### src/rtl/synth_pkg.sv
// Shared definitions for the synth voice path: tone code widths, song event
// layout ({dur[3:0], tone3, tone2, tone1, tone0}) and sequencer state encoding.
package synth_pkg;

   localparam int TONE_W    = 4;
   localparam int NUM_TONES = 4;
   localparam int DUR_W     = 4;
   localparam int DUR_LSB   = 16;
   localparam int EVENT_W   = 20;

   localparam logic [TONE_W-1:0] TONE_REST = 4'h0;

   typedef enum logic [1:0] {
      IDLE  = 2'd0,
      FETCH = 2'd1,
      HOLD  = 2'd2,
      DONE  = 2'd3
   } seq_state_t;

   // Bit offset of tone n inside a song event.
   function automatic int tone_lsb(input int n);
      tone_lsb = TONE_W * n;
   endfunction

   // Extract tone n from a song event.
   function automatic logic [TONE_W-1:0] event_tone(input logic [EVENT_W-1:0] ev, input int n);
      event_tone = ev[tone_lsb(n) +: TONE_W];
   endfunction

   // Extract the duration field (in ticks minus one) from a song event.
   function automatic logic [DUR_W-1:0] event_dur(input logic [EVENT_W-1:0] ev);
      event_dur = ev[DUR_LSB +: DUR_W];
   endfunction

endpackage

### src/rtl/tempo_tick.sv
// Tempo divider: emits a registered one-cycle tick every DIV cycles.
// Asserting clr restarts the period so the first tick lands DIV cycles later.
module tempo_tick #(
   parameter int DIV = 768000
) (
   input  logic clk,
   input  logic reset,
   input  logic clr,
   output logic tick
);

   localparam int CNT_W = (DIV > 1) ? $clog2(DIV) : 1;
   localparam logic [CNT_W-1:0] CNT_MAX = CNT_W'(DIV - 1);

   logic [CNT_W-1:0] cnt_r;
   logic [CNT_W-1:0] cnt_next_s;
   logic             tick_r;

   // Next counter value: restart on clr, wrap after DIV-1.
   always_comb begin
      cnt_next_s = {CNT_W{1'b0}};
      if (clr) begin
         cnt_next_s = {CNT_W{1'b0}};
      end else if (cnt_r == CNT_MAX) begin
         cnt_next_s = {CNT_W{1'b0}};
      end else begin
         cnt_next_s = cnt_r + CNT_W'(1);
      end
   end

   // Counter and tick registers; tick is high in the cycle the count sits at DIV-1.
   always_ff @(posedge clk or negedge reset) begin
      if (!reset) begin
         cnt_r  <= {CNT_W{1'b0}};
         tick_r <= 1'b0;
      end else begin
         cnt_r  <= cnt_next_s;
         tick_r <= (cnt_next_s == CNT_MAX);
      end
   end

   assign tick = tick_r;

endmodule

### src/rtl/song_sequencer.sv
// Song sequencer: fetches one event per note step from the song ROM over a
// req/ack handshake, drives four tone codes and holds each event for
// (dur+1) tempo ticks. Play/pause via the play level.
// Build option: define SONG_SEQUENCER_LOOP_EN to wrap back to event 0 after
// the last event instead of stopping in DONE (done is then tied low).
module song_sequencer
   import synth_pkg::*;
#(
   parameter int CLK_HZ   = 12_288_000,
   parameter int TICK_HZ  = 16,
   parameter int ADDR_W   = 8,
   parameter int SONG_LEN = 64
) (
   input  logic                clk,
   input  logic                reset,
   input  logic                play,
   output logic                rom_req,
   output logic [ADDR_W-1:0]   rom_addr,
   input  logic                rom_ack,
   input  logic [EVENT_W-1:0]  rom_data,
   output logic [TONE_W-1:0]   tone0,
   output logic [TONE_W-1:0]   tone1,
   output logic [TONE_W-1:0]   tone2,
   output logic [TONE_W-1:0]   tone3,
   output logic [ADDR_W-1:0]   note_index,
   output logic                busy,
   output logic                done
);

   localparam int DIV = CLK_HZ / TICK_HZ;
   localparam logic [ADDR_W-1:0] LAST_IDX = ADDR_W'(SONG_LEN - 1);

   seq_state_t                          state_r;
   seq_state_t                          state_next_s;
   logic [NUM_TONES-1:0][TONE_W-1:0]    tones_r;
   logic [NUM_TONES-1:0][TONE_W-1:0]    tones_next_s;
   logic [ADDR_W-1:0]                   idx_r;
   logic [ADDR_W-1:0]                   idx_next_s;
   logic [DUR_W-1:0]                    dur_cnt_r;
   logic [DUR_W-1:0]                    dur_cnt_next_s;
   logic                                clr_s;
   logic                                tick_s;
   logic                                rom_req_r;
   logic                                busy_r;

   tempo_tick #(
      .DIV (DIV)
   ) u_tempo_tick (
      .clk   (clk),
      .reset (reset),
      .clr   (clr_s),
      .tick  (tick_s)
   );

   // Next-state, next-tone, note index and duration bookkeeping.
   always_comb begin
      state_next_s   = state_r;
      tones_next_s   = tones_r;
      idx_next_s     = idx_r;
      dur_cnt_next_s = dur_cnt_r;
      clr_s          = 1'b0;
      case (state_r)
         IDLE: begin
            tones_next_s = {NUM_TONES{TONE_REST}};
            if (play) begin
               state_next_s = FETCH;
            end else begin
               state_next_s = IDLE;
            end
         end
         FETCH: begin
            // The handshake always completes; play only decides whether the data is used.
            if (rom_ack) begin
               if (play) begin
                  state_next_s   = HOLD;
                  dur_cnt_next_s = event_dur(rom_data);
                  clr_s          = 1'b1;
                  for (int n = 0; n < NUM_TONES; n++) begin
                     tones_next_s[n] = event_tone(rom_data, n);
                  end
               end else begin
                  state_next_s = IDLE;
                  tones_next_s = {NUM_TONES{TONE_REST}};
               end
            end else begin
               state_next_s = FETCH;
            end
         end
         HOLD: begin
            // Pause has priority over a coincident tick wrap.
            if (!play) begin
               state_next_s = IDLE;
               tones_next_s = {NUM_TONES{TONE_REST}};
            end else if (tick_s) begin
               if (dur_cnt_r == {DUR_W{1'b0}}) begin
                  if (idx_r != LAST_IDX) begin
                     idx_next_s   = idx_r + ADDR_W'(1);
                     state_next_s = FETCH;
                  end else begin
`ifdef SONG_SEQUENCER_LOOP_EN
                     idx_next_s   = {ADDR_W{1'b0}};
                     state_next_s = FETCH;
`else
                     state_next_s = DONE;
                     tones_next_s = {NUM_TONES{TONE_REST}};
`endif
                  end
               end else begin
                  dur_cnt_next_s = dur_cnt_r - DUR_W'(1);
               end
            end else begin
               state_next_s = HOLD;
            end
         end
         DONE: begin
            tones_next_s = {NUM_TONES{TONE_REST}};
            if (!play) begin
               state_next_s = IDLE;
               idx_next_s   = {ADDR_W{1'b0}};
            end else begin
               state_next_s = DONE;
            end
         end
         default: begin
            state_next_s = IDLE;
            tones_next_s = {NUM_TONES{TONE_REST}};
         end
      endcase
   end

   // State, datapath and registered handshake/status outputs.
   always_ff @(posedge clk or negedge reset) begin
      if (!reset) begin
         state_r   <= IDLE;
         tones_r   <= {NUM_TONES{TONE_REST}};
         idx_r     <= {ADDR_W{1'b0}};
         dur_cnt_r <= {DUR_W{1'b0}};
         rom_req_r <= 1'b0;
         busy_r    <= 1'b0;
      end else begin
         state_r   <= state_next_s;
         tones_r   <= tones_next_s;
         idx_r     <= idx_next_s;
         dur_cnt_r <= dur_cnt_next_s;
         rom_req_r <= (state_next_s == FETCH);
         busy_r    <= (state_next_s == FETCH) || (state_next_s == HOLD);
      end
   end

`ifdef SONG_SEQUENCER_LOOP_EN
   assign done = 1'b0;
`else
   logic done_r;

   // End-of-song flag, registered alongside the state.
   always_ff @(posedge clk or negedge reset) begin
      if (!reset) begin
         done_r <= 1'b0;
      end else begin
         done_r <= (state_next_s == DONE);
      end
   end

   assign done = done_r;
`endif

   assign rom_req    = rom_req_r;
   assign rom_addr   = idx_r;
   assign note_index = idx_r;
   assign busy       = busy_r;
   assign tone0      = tones_r[0];
   assign tone1      = tones_r[1];
   assign tone2      = tones_r[2];
   assign tone3      = tones_r[3];

endmodule

### config.mk
export PLATFORM = sky130hd
export DESIGN_NAME = song_sequencer
export DESIGN_NICKNAME = d
export VERILOG_FILES = /design/src/rtl/synth_pkg.sv /design/src/rtl/tempo_tick.sv /design/src/rtl/song_sequencer.sv
export SDC_FILE = /design/constraint.sdc
export NUM_CORES = 1
export LEC_CHECK = 0
export ABC_AREA = 1
export CAP_MARGIN = 20
export CELL_PAD_IN_SITES_DETAIL_PLACEMENT = 0
export CELL_PAD_IN_SITES_GLOBAL_PLACEMENT = 1
export CORE_MARGIN = 1.5
export CORE_UTILIZATION = 41
export CTS_CLUSTER_SIZE = 16
export DETAILED_ROUTE_END_ITERATION = 10
export PLACE_DENSITY_LB_ADDON = 0.1
export SYNTH_ARGS = -nofsm -noshare
export SYNTH_HDL_FRONTEND = slang
export SYNTH_SLANG_ARGS = --single-unit
### constraint.sdc
create_clock -name clk -period 3.1 [get_ports clk]
set_input_delay 0.31 -clock clk [delete_from_list [all_inputs] [get_ports clk]]
set_output_delay 0.31 -clock clk [all_outputs]
set_load 0.01 [all_outputs]
==> impl_metrics.toml, run 1 <==
[power]
vdd_ir_drop_max_v = 0.000348
pwr-share-comb = 0.424
power.share.switching = 0.395
clock_power_share = 0.158
power_per_cell_area_mw_per_mm2 = 676
internal_power_component_mw = 1.53
leakagePower_nw = 1.71
net-switching-power_mw = 0.995
post-layout-total-power_mw = 2.52
seq_power_share = 0.417

[worst_setup_path]
timing.critical_path.slowest_stage_cell = "dfrtp_1"
r2r_slack_ps = 1120
critPathCaptureType = "flip-flop"
timing.critical_path.from_type = "flip-flop"
worst-setup-path-type = "reg2reg"
timing.reg2reg.worst_path_depth = 8
crit_top_cell = "nand2_1"
regToRegStartpoint = "note_index[0]"
worst_ep_arrival_time_ps = 2170
timing.rr.end = "tone3[1]"
critPathRequiredTime_ps = 3290
max_stage_delay_ps = 440
timing.critical_path.fanout_max = 32
cp_cell_sequence = "ha_1 -> nand2_1 -> nor4_2 -> nand2_1 -> o21ai_1 -> nand2_2 -> nand2_1 -> o21ai_2"

[cells_and_area]
design.final.nets = 468
fraction_of_final_layout_cells_sized_beyond_drive_strength_1 = 0.111
final_cell_mix = "nand2_1, clkdlybuf4s50_1, dfrtp_1"
mostFrequentLayoutCell = "nand2_1"
final_core_utilization = 0.517
synthToLayoutAreaGrowth_pct = 22.9
diodes_inserted = 0

[drt]
vias_per_cell = 4.63
met3RoutedLength_um = 218
detail_route.first_pass.iterations = 4
drc = 0
via_count = 2500
drt_iter0_markers = 107
wl_met2_um = 3020
postRouteAntennaNets = 0
top_layer = "met4"
wl_per_cell_um = 12.0
postRouteWirelength_um = 6460
route.layer.met1.wl_um = 3140

[placed_design]
gp_congestion = 0.771
dp_hpwl_um = 4900
placement.io_buffers = 58

[synth]
synth_edf_count = 0
synth.ff_latch_count = 54
yosysSeqAreaShare = 0.445
ys.warnings.count = 0
netlist_area_mm2 = 0.00304
post_synth_inst_count = 387
main_flop_type_after_synthesis = "dfrtp_1"
synth.distinct_cells = 35
async_reset_ff_frac = 1.00
synth_nets = 415
synth.avg_cell_area_um2 = 7.85

[timing]
timing.final.hold_violations = 0
max-slew-margin-rel = 0.593
setup_viol = 0
timing.clock.skew_ps = 7.98
tightestPinTransition_ps = 608
timing.setup.tns_ps = 0
timing.final.crit_period_ps = 1980
timing.fmax_mhz = 505
timing.final.crit_share = 0.639
maxSlewViolCount = 0
grt_setup_unrepaired = "no"

[global_route]
overflow = 0
grt_util_all_layers = 0.172
first_global_vias = 2286
grt_first_pass_wirelength_um = 10700
grt_max_degree = 40
antenna_violations_before_repair = 0

[floorplanning]
num_rows = 31
die_area_mm2 = 0.00793
die_w_um = 89.1
floorplan.initialDensity = 0.421
core-area_mm2 = 0.00721
dieHeight_um = 89.1
pin_count = 59

[cts]
cts_inserted_buffers = 5
cts_resized = 0
max-clock-path-buffers = 2
cts_max_level = 2
clk_latency_ps = 310
postCtsSetupRepairBufs = 0
cts_tree = "built"
ctsRootBufferMaster = "clkbuf_8"
cts.reportedPaths.clkPinSlew_ps = 100
cts.sink_count = 54

[flow_run]
drv.max_cap_violation_count = 0

[worst_hold_path]
hp-class = "in2async"

[outcome]
run_status = "finished clean"
[worst max-delay path, delay by kind of cell, from the launching register on]
family,cells,cell delay (ps)
simple gates,5,970
flops,1,440
compound gates,2,230
fa+ha+maj,1,220
[power by group through the flow]
stage	clock [mW]	combinational (mW)	sequential, mW
2_1_floorplan	0	0.669	1.09
3_3_place_gp	0	1.08	1.07
3_5_place_dp	0	1.08	1.07
4_1_cts	0.418	1.09	1.06
5_1_grt	0.444	1.21	1.08
6_report	0.399	1.07	1.05
[area by class of cell]
cell class	instances	area (um2)
Clock inverter	3	21.3
Fill cell	735	3480
Sequential cell	54	1350
Inverter	47	176
Timing Repair Buffer	60	593
Clock buffer	5	68.8
Tap cell	99	124
Multi-Input combinational cell	272	1400
[synthesized netlist by cell type (7+ instances only)]
cell,n,area [um2]
nand4_1,7,43.8
inv_1,42,158
o21ai_1,12,60.1
nand2_2,9,56.3
nand2_1,111,417
buf_4,9,67.6
nor3_1,8,40.0
dfrtp_1,54,1350
nor2_1,49,184
nand3_1,12,60.1
o21ai_0,10,50.1
[registers in the layout (all words and copies together) (netlist names)]
signal and flops:
note_index 8, tone1 4, done 1, u_tempo_tick.tick 1, busy 1, rom_req 1
u_tempo_tick.cnt_r 20, tone2 4, dur_cnt_r 4, tone3 4, tone0 4, state_r 2
[per-stage QoR]
stage | cell area [um2] | cells | setup WS [ps] | hold WS, ps
2_1_floorplan | 3040 | 387 | 1460 | 14.4
3_3_place_gp | 3630 | 531 | 1170 | 249
3_5_place_dp | 3630 | 531 | 1110 | 253
4_1_cts | 3730 | 540 | 1090 | 449
5_1_grt | 3730 | 540 | 914 | 480
6_report | 3730 | 540 | 1120 | 436
[cell families (layout without fill, tap and decap cells)]
group                    Yosys count  in the layout  share of synthesized area
AO/OA/AOI/OAI                     45             45                     0.0915
XOR/XNOR                           7              7                     0.0202
AND/OR/NAND/NOR                  216            216                      0.332
flip-flops                        54             54                      0.445
buffers and inverters             61            115                     0.0948
adder cells (fa/ha/maj)            4              4                     0.0165
[worst max path at each step]
stage / startpoint / end / slack [ps] / cells past startpoint
after CTS: note_index[0] / tone1[0] / 1090 / 8
after detailed placement: note_index[0] / tone2[2] / 1110 / 8
final: note_index[0] / tone3[1] / 1120 / 8
after global routing: note_index[0] / tone1[0] / 910 / 8
after global placement: note_index[0] / tone3[1] / 1170 / 8
after floorplan: note_index[0] / tone2[0] / 1460 / 9
[layer usage]
layer,GRT usage,vias up
li1,-,1319
met1,0.246,1132
met2,0.275,42
met3,0.0249,7
met4,0.0462,0
met5,0,-
[repair_timing]
action / 4_1_cts / 5_1_grt
hold buffers: 1 / 0
setup endpoints to repair: 0 / 0
endpoints found under the hold margin: 15 / 0
(Power assumes the default switching activity.)
==> run 2, diff against run 1 <==
--- a/config.mk
+++ b/config.mk
@@ -10,7 +10,7 @@
 export CELL_PAD_IN_SITES_DETAIL_PLACEMENT = 0
 export CELL_PAD_IN_SITES_GLOBAL_PLACEMENT = 1
 export CORE_MARGIN = 1.5
-export CORE_UTILIZATION = 41
+export CORE_UTILIZATION = 38
 export CTS_CLUSTER_SIZE = 16
 export DETAILED_ROUTE_END_ITERATION = 10
 export PLACE_DENSITY_LB_ADDON = 0.1
==> constraint.sdc (replaced) <==
create_clock -name clk -period 2.1 [get_ports clk]
set_input_delay 0.21 -clock clk [delete_from_list [all_inputs] [get_ports clk]]
set_output_delay 0.21 -clock clk [all_outputs]
set_load 0.01 [all_outputs]
==> run 2 against run 1 <==
Clock power increased by 110%. Clock skew decreased by 2.8 ps. Die area increased by 7.6%. Cell area increased by 2.2%. Largest cell class unchanged. Critical path depth increased by 1. Power increased by 58%. Setup slack got worse by 830 ps.
==> impl_metrics.toml, run 2 (same netlist as run 1, synthesis figures left out) <==
[outcome]
run_status = "finished clean"

[floorplanning]
core-area_mm2 = 0.00773
die_area_mm2 = 0.00854
pin_count = 59
dieHeight_um = 92.4
floorplan.initialDensity = 0.393
die_w_um = 92.4
num_rows = 32

[timing]
maxSlewViolCount = 0
setup_viol = 0
max-slew-margin-rel = 0.678
grt_setup_unrepaired = "no"
timing.final.crit_period_ps = 1810
timing.setup.tns_ps = 0
timing.clock.skew_ps = 5.14
timing.final.crit_share = 0.862
timing.fmax_mhz = 552
tightestPinTransition_ps = 483
timing.final.hold_violations = 0

[worst_setup_path]
timing.critical_path.fanout_max = 32
critPathBufInv = 1
worst_ep_arrival_time_ps = 2010
capturing_instance_or_port_of_the_critical_path = "tone2[2]"
regToRegStartpoint = "note_index[0]"
timing.critical_path.slowest_stage_cell = "dfrtp_1"
worst-setup-path-type = "reg2reg"
crit_top_cell = "nand2_1"
cp_cell_sequence = "ha_1 -> nand2_1 -> nor4_2 -> nand2_1 -> o21ai_1 -> nand2_2 -> buf_4 -> nand2_1 -> o21ai_2"
timing.critical_path.from_type = "flip-flop"
critPathCaptureType = "flip-flop"
timing.reg2reg.worst_path_depth = 9
r2r_slack_ps = 290
critPathTopFamily = "simple AND/OR/NAND/NOR gates"
setup.worst_path.start = "note_index[0]"
max_stage_delay_ps = 440
critPathRequiredTime_ps = 2300
total_number_of_cells_along_the_worst_setup_path = 9
timing.rr.end = "tone2[2]"

[cts]
cts_max_level = 2
cts_inserted_buffers = 5
cts.sink_count = 54
clk_latency_ps = 300
cts.reportedPaths.clkPinSlew_ps = 100
max-clock-path-buffers = 2
cts_tree = "built"
ctsRootBufferMaster = "clkbuf_8"

[cells_and_area]
stdcell_area_mm2 = 0.00382
final.fill_count = 766
design.final.nets = 470
max_ffs_per_register = 20
synthToLayoutAreaGrowth_pct = 25.7
final_cell_mix = "nand2_1, clkdlybuf4s50_1, dfrtp_1"
fraction_of_final_layout_cells_sized_beyond_drive_strength_1 = 0.115
max_flop_register = "u_tempo_tick.cnt_r"
mostFrequentLayoutCell = "nand2_1"
layoutNonFillerInstCount = 545
diodes_inserted = 0

[drt]
postRouteAntennaNets = 0
detail_route.first_pass.iterations = 4
drc = 0
postRouteWirelength_um = 6580
vias_per_cell = 4.56
wl_per_cell_um = 12.1
drt_iter0_markers = 123
via_count = 2486

[placed_design]
placement.io_buffers = 58
post_dp_cell_area_mm2 = 0.00366
dpl.cell_count = 536
dp_hpwl_um = 5030
gp_congestion = 0.814

[worst_hold_path]
hp-class = "in2async"

[power]
post-layout-total-power_mw = 4.00
leakagePower_nw = 1.75
vdd_ir_drop_max_v = 0.000486
power_per_cell_area_mw_per_mm2 = 1050

[flow_run]
drv.max_cap_violation_count = 0

[global_route]
overflow = 0
gr-usage-met1 = 0.213
first_global_vias = 2504
grt_first_pass_wirelength_um = 11300
global_route.peak_usage_layer = "met2"
grt_max_degree = 37
grt_use_met3 = 0.0394
antenna_violations_before_repair = 0
grt_util_all_layers = 0.166
use_met2 = 0.278
==> run 2: area by class of cell <==
type | instances | area (um2) | area share
inverter | 47 | 176 | 0.0462
tap | 102 | 128 | 0.0334
timing repair buffer | 62 | 621 | 0.163
multi-input combinational | 272 | 1400 | 0.366
sequential | 54 | 1350 | 0.354
clock buffer | 6 | 82.6 | 0.0216
clock inverter | 2 | 60.1 | 0.0157
==> run 2: where the power goes <==
part	internal, mW	switching [mW]
Combinational	0.715	0.877
Clock	0.508	0.335
Sequential	1.32	0.243
Total	2.54	1.46
==> run 2: per-stage QoR <==
step	hold WS, ps	worst slack, ps	utilization
2_1_floorplan	-85.6	458	-
3_3_place_gp	204	279	0.474
5_1_grt	436	12.1	0.494
3_5_place_dp	202	291	0.474
4_1_cts	418	259	0.494
6_report	400	290	0.494
==> run 2: worst min path at each step <==
stage | from | end | cells past startpoint
global route | reset | tone1[1] | 2
finish | reset | u_tempo_tick.cnt_r[15] | 2
floorplan | reset | busy | 0
CTS | reset | tone3[0] | 2
detailed placement | reset | u_tempo_tick.cnt_r[15] | 1
global placement | reset | u_tempo_tick.cnt_r[15] | 1
==> run 2: per-layer routing <==
metal,vias up,wire length (um)
met1,1124,3200
met5,-,0
li1,1320,-
met4,0,62
met3,4,238
met2,38,3080
==> run 2: timing repair <==
action	in CTS	in global routing
hold buffers	1	0
gates resized for setup	0	0
setup buffers	0	0
endpoints found under the hold margin	18	0
==> run 2: worst reg2reg max path, cell delays in order, from the launching register on <==
cell	delay, ps
dfrtp_1	440
ha_1	220
nand2_1	100
nor4_2	220
nand2_1	100
o21ai_1	180
nand2_2	60
buf_4	230
nand2_1	120
o21ai_2	50
==> run 3, diff against run 2 <==
--- a/config.mk
+++ b/config.mk
@@ -14,6 +14,7 @@
 export CTS_CLUSTER_SIZE = 16
 export DETAILED_ROUTE_END_ITERATION = 10
 export PLACE_DENSITY_LB_ADDON = 0.1
+export SETUP_SLACK_MARGIN = 0.2
 export SYNTH_ARGS = -nofsm -noshare
 export SYNTH_HDL_FRONTEND = slang
 export SYNTH_SLANG_ARGS = --single-unit
==> run 3 against run 2 <==
Sequential power hardly changed. Critical path type unchanged. Via count is 1.6% higher. Critical endpoint is now u_tempo_tick.tick. Non-clock buffer count is 2 higher. Largest cell class unchanged. Largest power group unchanged.
==> impl_metrics.toml, run 3 (same netlist as run 1, synthesis figures left out) <==
[cells_and_area]
fraction_of_final_layout_cells_sized_beyond_drive_strength_1 = 0.130
final_cell_mix = "nand2_1, clkdlybuf4s50_1, dfrtp_1"
design.final.nets = 472
mostFrequentLayoutCell = "nand2_1"
layoutNonFillerInstCount = 547
max_ffs_per_register = 20
diodes_inserted = 0
synthToLayoutAreaGrowth_pct = 27.2
max_flop_register = "u_tempo_tick.cnt_r"

[global_route]
overflow = 0
grt_max_degree = 37
grt_util_all_layers = 0.166
grt_first_pass_wirelength_um = 11300
antenna_violations_before_repair = 0
first_global_vias = 2504

[worst_setup_path]
timing.critical_path.from_type = "flip-flop"
timing.critical_path.fanout_max = 13
cp_cell_sequence = "ha_4 -> nand3_2 -> inv_2 -> nand2_2 -> nor2_1 -> nand2_2 -> nand2_4 -> nor2_2 -> nand2_1 -> nor2_1 -> nand3_1 -> nor2_1"
regToRegStartpoint = "u_tempo_tick.cnt_r[0]"
timing.rr.end = "u_tempo_tick.tick"
r2r_slack_ps = 400
timing.reg2reg.worst_path_depth = 12
crit_top_cell = "nor2_1"
critPathRequiredTime_ps = 2300
critPathCaptureType = "flip-flop"
worst-setup-path-type = "reg2reg"
timing.critical_path.slowest_stage_cell = "dfrtp_1"
total_number_of_cells_along_the_worst_setup_path = 12
setup.worst_path.start = "u_tempo_tick.cnt_r[0]"
critPathTopFamily = "simple AND/OR/NAND/NOR gates"
critPathBufInv = 1
capturing_instance_or_port_of_the_critical_path = "u_tempo_tick.tick"
worst_ep_arrival_time_ps = 1900
max_stage_delay_ps = 440

[cts]
cts.reportedPaths.clkPinSlew_ps = 90
cts_max_level = 2
clk_latency_ps = 300
max-clock-path-buffers = 2
cts.sink_count = 54
ctsRootBufferMaster = "clkbuf_8"
cts_inserted_buffers = 5
cts_tree = "built"

[worst_hold_path]
hp-class = "in2async"

[floorplanning]
dieHeight_um = 92.4
floorplan.initialDensity = 0.393
die_w_um = 92.4
num_rows = 32
core-area_mm2 = 0.00773
die_area_mm2 = 0.00854
pin_count = 59

[power]
post-layout-total-power_mw = 4.06
power.share.switching = 0.365
internal_power_component_mw = 2.58
seq_power_share = 0.384
power_per_cell_area_mw_per_mm2 = 1050
net-switching-power_mw = 1.48
pwr-share-comb = 0.408
leakagePower_nw = 1.76
clock_power_share = 0.208
vdd_ir_drop_max_v = 0.000506

[drt]
detail_route.first_pass.iterations = 4
via_count = 2526
drt_iter0_markers = 118
postRouteAntennaNets = 0
wl_per_cell_um = 12.1
postRouteWirelength_um = 6620
vias_per_cell = 4.62
drc = 0

[timing]
timing.setup.tns_ps = 0
max-slew-margin-rel = 0.680
timing.final.crit_period_ps = 1700
setup_viol = 0
timing.final.hold_violations = 0
tightestPinTransition_ps = 480
grt_setup_unrepaired = "no"
maxSlewViolCount = 0
timing.final.crit_share = 0.808
timing.fmax_mhz = 589
timing.clock.skew_ps = 4.74

[outcome]
run_status = "finished clean"

[placed_design]
gp_congestion = 0.814
placement.io_buffers = 58
dp_hpwl_um = 5030
dpl.cell_count = 536

[flow_run]
drv.max_cap_violation_count = 0
## run 3: per-layer routing
metal / global-route usage / share of wire
met2: 0.278 / 0.47
met4: 0.0513 / 0.015
met1: 0.213 / 0.47
met3: 0.0394 / 0.038
met5: 0 / 0
## run 3: power by group through the flow
stage	sequential (mW)	clock, mW	combinational, mW
final	1.56	0.847	1.66
after floorplan	1.61	0	0.987
after CTS	1.56	0.877	1.62
after detailed placement	1.58	0	1.61
after global placement	1.58	0	1.61
after global routing	1.60	0.923	1.88
## run 3: how the worst min path moves through the flow
stage / startpoint / end / slack, ps
final: reset / u_tempo_tick.cnt_r[15] / 400
after global routing: reset / tone1[1] / 440
after CTS: reset / tone3[0] / 420
after detailed placement: reset / u_tempo_tick.cnt_r[15] / 200
after global placement: reset / u_tempo_tick.cnt_r[15] / 200
after floorplan: reset / busy / -90
## run 3: area by class of cell
type	count	area (um2)
Tap cell	102	128
Clock inverter	2	60.1
Fill cell	770	3860
Timing Repair Buffer	64	639
Clock buffer	6	82.6
Sequential cell	54	1350
Multi-Input combinational cell	272	1420
Inverter	47	176
## run 3: stage by stage
step	area (um2)	hold WS, ps	util	worst slack (ps)
after floorplan	3040	-85.6	-	458
after global placement	3660	204	0.474	279
after detailed placement	3660	202	0.474	291
after CTS	3820	418	0.494	259
after global routing	3860	436	0.500	218
final	3860	398	0.500	403
## run 3: repair_timing
item | in CTS | in global routing
setup buffers | 0 | 2
resized for setup | 0 | 8
endpoints found under the setup margin | 0 | 23
endpoints found under the hold margin | 18 | 0
hold buffers | 1 | 0
